$ cat src/rtl/pixel_pkg.sv
// Shared types and constants for the pixel word unpacker.
//   rgb24_t        : packed {r,g,b} pixel payload
//   unpack_state_t : unpacker control states
package pixel_pkg;

    localparam int unsigned DEF_WORD_W   = 256;
    localparam int unsigned DEF_SLOT_W   = 32;
    localparam int unsigned PIX_W        = 24;
    localparam int unsigned PIX_PER_WORD = DEF_WORD_W / DEF_SLOT_W;
    localparam int unsigned SLOT_IDX_W   = 3;

    typedef struct packed {
        logic [7:0] r;
        logic [7:0] g;
        logic [7:0] b;
    } rgb24_t;

    typedef enum logic [1:0] {
        IDLE = 2'd0,
        FILL = 2'd1,
        RUN  = 2'd2
    } unpack_state_t;

endpackage

$ cat src/rtl/word_prefetch_buf.sv
// Two-entry word buffer (cur + prefetch nxt) in front of a fixed-latency FIFO read port.
// Ports:
//   i_clk, i_rst_n : clock, synchronous active-low reset
//   i_en           : requests allowed (unpacker out of IDLE)
//   i_pop          : last pixel of cur accepted this cycle
//   i_word         : FIFO read data, valid RD_LATENCY clocks after o_req
//   o_req          : FIFO read request (one word per high cycle)
//   o_cur          : word currently being unpacked
//   o_cur_valid    : o_cur holds a word
module word_prefetch_buf #(
    parameter int unsigned WORD_W     = 256,
    parameter int unsigned RD_LATENCY = 1
) (
    input  logic              i_clk,
    input  logic              i_rst_n,
    input  logic              i_en,
    input  logic              i_pop,
    input  logic [WORD_W-1:0] i_word,
    output logic              o_req,
    output logic [WORD_W-1:0] o_cur,
    output logic              o_cur_valid
);

    logic [WORD_W-1:0]     r_cur;
    logic [WORD_W-1:0]     r_nxt;
    logic                  r_cur_valid;
    logic                  r_nxt_valid;
    logic [RD_LATENCY-1:0] r_pipe;

    logic w_arrive;
    logic w_busy;
    logic w_req;

    // The arriving slot still counts as in flight, keeping one request outstanding at most.
    assign w_arrive = r_pipe[RD_LATENCY-1];
    assign w_busy   = |r_pipe;
    assign w_req    = i_en && !r_nxt_valid && !w_busy && !(!r_cur_valid && w_arrive);

    // Request tracker and buffer update; an arriving word bypasses nxt when cur empties this cycle.
    always_ff @(posedge i_clk) begin
        if (!i_rst_n) begin
            r_pipe      <= '0;
            r_cur       <= '0;
            r_nxt       <= '0;
            r_cur_valid <= 1'b0;
            r_nxt_valid <= 1'b0;
        end else begin
            r_pipe <= (r_pipe << 1) | RD_LATENCY'(w_req);
            if (i_pop) begin
                if (r_nxt_valid) begin
                    r_cur       <= r_nxt;
                    r_cur_valid <= 1'b1;
                    r_nxt_valid <= 1'b0;
                end else if (w_arrive) begin
                    r_cur       <= i_word;
                    r_cur_valid <= 1'b1;
                end else begin
                    r_cur_valid <= 1'b0;
                end
            end else if (w_arrive) begin
                if (!r_cur_valid) begin
                    r_cur       <= i_word;
                    r_cur_valid <= 1'b1;
                end else begin
                    r_nxt       <= i_word;
                    r_nxt_valid <= 1'b1;
                end
            end
        end
    end

    assign o_req       = w_req;
    assign o_cur       = r_cur;
    assign o_cur_valid = r_cur_valid;

endmodule

$ cat src/rtl/pixel_word_unpacker.sv
// Unpacks 256-bit FIFO words into 24-bit RGB pixels over valid/ready, tagging line/frame markers.
// Ports:
//   clk_i, rst_n_i  : pixel clock, synchronous active-low reset
//   start_i         : frame data present in FIFO
//   word_i / req_o  : FIFO read data / read request
//   pix_data_o      : {R,G,B} of current pixel, zero when not valid
//   pix_valid_o     : pixel and markers valid; pix_ready_i accepts
//   sol_o/eol_o/sof_o : start of line / end of line / start of frame
//   underflow_o     : sticky, consumer was ready in RUN with no pixel available
module pixel_word_unpacker
    import pixel_pkg::*;
#(
    parameter int unsigned WORD_W     = DEF_WORD_W,
    parameter int unsigned SLOT_W     = DEF_SLOT_W,
    parameter int unsigned RD_LATENCY = 1,
    parameter int unsigned H_ACTIVE   = 1920,
    parameter int unsigned V_ACTIVE   = 1080
) (
    input  logic              clk_i,
    input  logic              rst_n_i,
    input  logic              start_i,
    input  logic [WORD_W-1:0] word_i,
    output logic              req_o,
    output logic [23:0]       pix_data_o,
    output logic              pix_valid_o,
    input  logic              pix_ready_i,
    output logic              sol_o,
    output logic              eol_o,
    output logic              sof_o,
    output logic              underflow_o
);

    localparam int unsigned H_W = (H_ACTIVE > 1) ? $clog2(H_ACTIVE) : 1;
    localparam int unsigned V_W = (V_ACTIVE > 1) ? $clog2(V_ACTIVE) : 1;

    unpack_state_t         r_state;
    logic [SLOT_IDX_W-1:0] r_slot;
    logic [H_W-1:0]        r_h;
    logic [V_W-1:0]        r_v;
    logic                  r_underflow;

    logic [WORD_W-1:0] w_cur;
    logic              w_cur_valid;
    logic              w_en;
    logic              w_fire;
    logic              w_word_done;
    logic              w_h_last;
    logic              w_v_last;
    rgb24_t            w_pix;

    assign w_en        = (r_state != IDLE);
    assign w_fire      = w_cur_valid && pix_ready_i;
    assign w_word_done = w_fire && (r_slot == SLOT_IDX_W'(PIX_PER_WORD - 1));
    assign w_h_last    = (r_h == H_W'(H_ACTIVE - 1));
    assign w_v_last    = (r_v == V_W'(V_ACTIVE - 1));

    word_prefetch_buf #(
        .WORD_W     (WORD_W),
        .RD_LATENCY (RD_LATENCY)
    ) u_buf (
        .i_clk       (clk_i),
        .i_rst_n     (rst_n_i),
        .i_en        (w_en),
        .i_pop       (w_word_done),
        .i_word      (word_i),
        .o_req       (req_o),
        .o_cur       (w_cur),
        .o_cur_valid (w_cur_valid)
    );

    // Control FSM: RUN is left only through reset, frames follow back to back.
    always_ff @(posedge clk_i) begin
        if (!rst_n_i) begin
            r_state <= IDLE;
        end else begin
            case (r_state)
                IDLE:    if (start_i)     r_state <= FILL;
                FILL:    if (w_cur_valid) r_state <= RUN;
                RUN:                      r_state <= RUN;
                default:                  r_state <= IDLE;
            endcase
        end
    end

    // Slot and raster position advance only on an accepted pixel.
    always_ff @(posedge clk_i) begin
        if (!rst_n_i) begin
            r_slot      <= '0;
            r_h         <= '0;
            r_v         <= '0;
            r_underflow <= 1'b0;
        end else begin
            if (w_fire) begin
                r_slot <= r_slot + SLOT_IDX_W'(1);
                if (w_h_last) begin
                    r_h <= '0;
                    r_v <= w_v_last ? '0 : r_v + V_W'(1);
                end else begin
                    r_h <= r_h + H_W'(1);
                end
            end
            if ((r_state == RUN) && pix_ready_i && !w_cur_valid) begin
                r_underflow <= 1'b1;
            end
        end
    end

    // Slot mux: slot 0 sits in the low bits, the top byte of each slot is padding.
    always_comb begin
        w_pix = '0;
        if (w_cur_valid) begin
            w_pix = rgb24_t'(w_cur[32'(r_slot) * SLOT_W +: PIX_W]);
        end
    end

    assign pix_valid_o = w_cur_valid;
    assign pix_data_o  = w_pix;
    assign sol_o       = w_cur_valid && (r_h == '0);
    assign eol_o       = w_cur_valid && w_h_last;
    assign sof_o       = w_cur_valid && (r_h == '0) && (r_v == '0);
    assign underflow_o = r_underflow;

endmodule

$ cat config.mk
export PLATFORM = sky130hd
export DESIGN_NAME = pixel_word_unpacker
export DESIGN_NICKNAME = d
export VERILOG_FILES = /design/src/rtl/pixel_pkg.sv /design/src/rtl/word_prefetch_buf.sv /design/src/rtl/pixel_word_unpacker.sv
export SDC_FILE = /design/constraint.sdc
export NUM_CORES = 1
export LEC_CHECK = 0
export ABC_AREA = 1
export CORE_MARGIN = 2
export CORE_UTILIZATION = 52
export CTS_BUF_LIST = sky130_fd_sc_hd__clkbuf_8
export DETAILED_ROUTE_END_ITERATION = 8
export GPL_TIMING_DRIVEN = 0
export PLACE_DENSITY = 0.77
export SYNTH_ARGS = -nofsm -noshare
export SYNTH_HDL_FRONTEND = slang
export SYNTH_SLANG_ARGS = --single-unit
$ cat constraint.sdc
create_clock -name clk_i -period 2.15 [get_ports clk_i]
set_input_delay 0.3225 -clock clk_i [delete_from_list [all_inputs] [get_ports clk_i]]
set_output_delay 0.3225 -clock clk_i [all_outputs]
set_load 0.01 [all_outputs]
== Word-level counts from Yosys, hierarchy flattened ==
Index checks and enable logic that the tools add are counted.
Storage, ports and cells
  bits in registers: 543
  output and inout port bits: 30
  logic and storage cells: 66
Cells by class
  equal/unequal tests: 8
  bitwise operators: 2
  $add $sub $neg: 3
  mux-type cells: 15
  reduce and logical (&&, ||, !) cells: 27
  shift operators: 1
Operator list (number)
  $mux 256: 5
  $shiftx 256x9->24: 1
  $mux 24: 1
  $add 11x1->11 const B: 2
  $eq 11x11->1 const B: 2
  $logic_not 11->1: 2
  $mux 11: 2
  $logic_and 1x1->1: 11
  $pmux 2 s3: 1
  $reduce_and 2->1: 3
  $reduce_and 3->1: 2
  $reduce_bool 2->1: 3
  $logic_not 1->1: 4
  $mux 1: 4
  $mux 2: 2
  $ne 2x1->1 const B: 2
  $add 3x1->3 const B: 1
  $eq 3x3->1 const B: 1
  $eq 2x1->1 const B: 1
  $eq 2x2->1 const B: 1
  $logic_not 2->1: 1
  $ne 2x2->1 const B: 1
  $not 1->1: 2
  $reduce_or 2->1: 1

== Longest topological paths before layout ==
  word-level depth: 4
  depth in mapped cells: 11
  mapped depth without buffers: 9

== Modules after synthesis ==
Synthesis repeated with hierarchy kept, for this count alone.
Unflattened totals
  cells, all modules: 4247
  area total of the unflattened synthesis: 26352.8 um2
By module, submodules not included
  word_prefetch_buf: seq. area each 10309.9 um2, area each 22914.5 um2, instances 1, cells each 3602
  pixel_word_unpacker: seq. area each 560.5 um2, area each 3438.3 um2, instances 1, cells each 645

== Worst setup path before layout ==
OpenSTA, ideal clock, no wires.
  path kind: flip-flop to output port
  from: register r_slot[0]
  to: output port pix_data_o[17]
  arrival time: 1465 ps
  setup slack: 363 ps
  stages on the path, launching flop included: 8
  cells stage by stage: dfxtp_1 -> clkbuf_1 -> buf_2 -> clkbuf_1 -> o21ai_0 -> o211ai_1 -> nand2_1 -> nor2_1
On the way
  longest elaborated chain between the ends: 2
Ends and longest elaborated chain
  start, declared: RTL line pixel_word_unpacker.sv:37  | logic [SLOT_IDX_W-1:0] r_slot;
  start signal, assigned: RTL line pixel_word_unpacker.sv:94  | r_slot <= r_slot + SLOT_IDX_W'(1);
  $shiftx 256x9->24: RTL line pixel_word_unpacker.sv:112  | w_pix = rgb24_t'(w_cur[32'(r_slot) * SLOT_W +: PIX_W]);
  $mux 24: RTL line pixel_word_unpacker.sv:111  | if (w_cur_valid) begin
  end, declared: RTL line pixel_word_unpacker.sv:24  | output logic [23:0] pix_data_o,
Every way passes these cells.

== Worst setup path in the final report ==
  from: register r_slot[0]
  to: output port pix_data_o[23]
Same word-level chain as after synthesis.

==> results by group <==
STA
  • Slew @ Worst Pin: 0.913 ns
  • Setup violators final: 165
  • Final hold vios: 0
  • WHS: 0.332 ns
  • Slew headroom: 39.1%
  • RSZ-0062 raised after global routing: yes
  • Max-slew violation count: 0
  • Setup TNS: -17.10 ns
  • Fin crit share: 122%
  • Max Freq: 381 MHz
  • Clock skew: 0.0333 ns
  • Final WS setup: -0.477 ns
  • Min cycle time layout: ~2.6 ns

Worst setup path
  • Worst r2r src: r_slot[1]
  • Worst Setup End Kind: primary output
  • Critical path buffers and inverters: 5
  • Critical path class: flip-flop to primary output
  • Worst-path cell chain: clkbuf_16 -> buf_12 -> buf_16 -> buf_6 -> o21ai_1 -> o22ai_1 -> nor2_1 -> nor2_2 -> buf_2
  • Crit path DAT: 2.30 ns
  • Crit-path max cell delay: 0.35 ns
  • Critical path origin: r_slot[0]
  • CP max stage cell: dfxtp_2
  • Type of origin of the critical path: flip-flop
  • Crit path max fanout: 7
  • Required @ worst endpoint: 1.83 ns
  • CP top delay family: buffers and inverters

Placement
  • HPWL Detailed: 50,400 um
  • Final RePlAce weighted congestion: 1.01
  • Buffers on Ports: 224
  • Placed cell count: 3,524

Run status
  • Failing checks: negative setup slack
  • Status: finished, violations left

Routing
  • Pre-antenna DRT Iters: 8
  • Final WL: a little over 70,000 um
  • Routed wire per std cell: 19.2 um
  • Antenna-violating nets left: 0
  • Vias per inst: 5.66
  • Via count: 20,900
  • # DRC: 0
  • Iteration-0 DRC Markers: 1,942

Synth
  • Synth warn: 0
  • Number of synthesized register bits: ~420
  • Main combinational cell family by area after synthesis: simple AND/OR/NAND/NOR gates
  • Main synth FF type: dfxtp_1
  • Mean Syn Cell Area: 6.65 sq um
  • Distinct cells, synth: 30
  • Simple-gate area share of the yosys netlist: between 20% and 30%
  • Mux cell area share after synthesis: 0%
  • Cells after Synth: 2,839
  • Netlist Area Pre-Place: about 19,000 sq um
  • Fraction of the mapped netlist area in compound gates: 19.8%
  • Post-synth EDFFs: 0
  • Post-Syn Nets: 3,108
  • Post-Synth XOR/XNOR Area: 0.232%
  • FFs w/ async S/R, synth: 0%
  • Post-synthesis sequential area ratio: 44.0%
  • Post-Synth Adder-Cell Area: 0.597%

Power and ir drop
  • Power per cell area: 986 nW/um^2
  • Peak supply drop: ~540 uV
  • Lkg Pwr: around 10 nW
  • Overall power: 25.0 mW

GRT
  • Total GRT Usage: 35.0%
  • Remaining global-route overflow: 0
  • Number of antenna violations at the first check in global routing: 1
  • Largest net degree at the start of global routing: 11
  • Vias in the first global route: a little under 20,000
  • Global-route wire length before repair: 104,000 um

Die
  • Die area: around 38,000 sq um
  • Die Height: between 150 and 200 um
  • I/O Pins: 290
  • Area of the core: 35,700 sq um
  • Starting Density: about 53%
  • Row count: 69
  • Die X: a little under 200 um

Finish
  • # diodes: 0
  • Non-filler cells, final: 3,696
  • Fillcell total: 2,914
  • Area delta synth->final: 34.2%
  • Net count, final: roughly 3,500
  • Most frequent cells in the layout: 764 x nand2_1, 408 x dfxtp_1, 354 x nor2_1
  • Commonest non-fill, non-tap cell in the layout: nand2_1
  • Share of cells above drive strength 1: between 10% and 20%

Clocking
  • Clk_lat worst skew: 0.65 ns
  • CTS clk-pin slew, worst paths: 0.06 ns
  • Clock Sinks: between 400 and 500
  • H-tree level count: 3
  • CTS tree: done
  • CTS Hold Bufs: 0
  • Clk Tree Root Cell: clkbuf_8
  • Num CTS Buffers: 71
  • Clock buffer depth: 3

Min path
  • HP Start: word_i[166]
  • Hold Path Class: input pin to flip-flop

Job
  • Maxcap violations: 0
flip-flops by register name, indices dropped and copies added (netlist names), 2 cells and up:
register / cells
r_h: 11
r_state: 2
u_buf.r_nxt: 192
u_buf.o_cur: 192
r_slot: 3
r_v: 11
path summary, 6_finish.rpt:
path | end | slack [ns] | depth (start not counted)
worst min register to register | u_buf.r_nxt[49] | 0.45 | 2
worst min-delay path | u_buf.r_nxt[166] | 0.33 | 3
worst max-delay path | pix_data_o[23] | -0.48 | 9
worst max register to register | u_buf.o_cur[195] | -0.13 | 13
per-stage QoR:
| stage | setup slack (ns) | utilization, % | instance area, sq um |
|---|---|---|---|
| 2_1_floorplan | 0.363 | - | 18900 |
| 3_3_place_gp | -1.17 | 60.8 | 21700 |
| 3_5_place_dp | -1.14 | 60.8 | 21700 |
| 4_1_cts | -0.456 | 67.3 | 24000 |
| 5_1_grt | -0.478 | 71.0 | 25300 |
| 6_report | -0.477 | 71.0 | 25300 |
cell type report:
type,instances,area (sq um),area share [%]
Multi-Input combinational cell,2075,9940,39.2
Timing Repair Buffer,274,2960,11.7
Sequential cell,415,8320,32.9
Clock buffer,91,1250,4.94
Clock inverter,33,165,0.652
Buffer,218,1600,6.32
Tap cell,461,577,2.28
Inverter,129,514,2.03
where the power goes:
part / internal (mW) / switching [mW]
Combinational: 3.54 / 4.64
Clock: 3.90 / 3.31
Sequential: 8.82 / 0.767
kinds of logic after synthesis:
| logic type | count (synthesis) |
|---|---|
| adders and majority gates | 9 |
| xor gates and xnor gates | 5 |
| buffers and inverters | 349 |
| DFF | 415 |
| and+or+nand+nor | 1336 |
| AOI/OAI and AO/OA | 725 |
layer usage:
layer  vias up  GRT usage [%]  wire [um]
li1       9938              -          -
met1      9782           43.5      28200
met2       968           58.3      33300
met3       232           6.18       5780
met4         0           18.5       3900
met5         -              0          0
tightest hold or removal path, cell delays in order:
cell and delay (ns):
clkdlybuf4s50_1 0.42, o21ai_1 0.14, nor2_1 0.05
cell usage after synthesis (2+ instances only):
master / number / area share (%)
dfxtp_1: 415 / 44
buf_2: 85 / 2.3
o21ai_0: 387 / 10
o21bai_1: 2 / 0.080
inv_2: 2 / 0.040
clkbuf_1: 126 / 2.5
buf_4: 3 / 0.12
nand2_1: 771 / 15
clkinv_1: 2 / 0.040
ha_1: 9 / 0.60
o22ai_1: 24 / 0.80
nor2_1: 413 / 8.2
o211ai_1: 24 / 0.95
nand3_1: 126 / 3.3
a21oi_1: 286 / 7.6
inv_1: 125 / 2.5
nor4_1: 2 / 0.066
nand2_2: 2 / 0.066
xor2_1: 4 / 0.19
nor3_1: 11 / 0.29
nand4_1: 6 / 0.20
buf_1: 6 / 0.12
timing repair:
item                                    4_1_cts  5_1_grt
pin swaps                                    55       51
endpoints found under the setup margin      413      384
setup buffers                                14       17
gates cloned                                  3       16
resized for setup                           420      318
No activity file was read; power rests on OpenSTA's default activity.
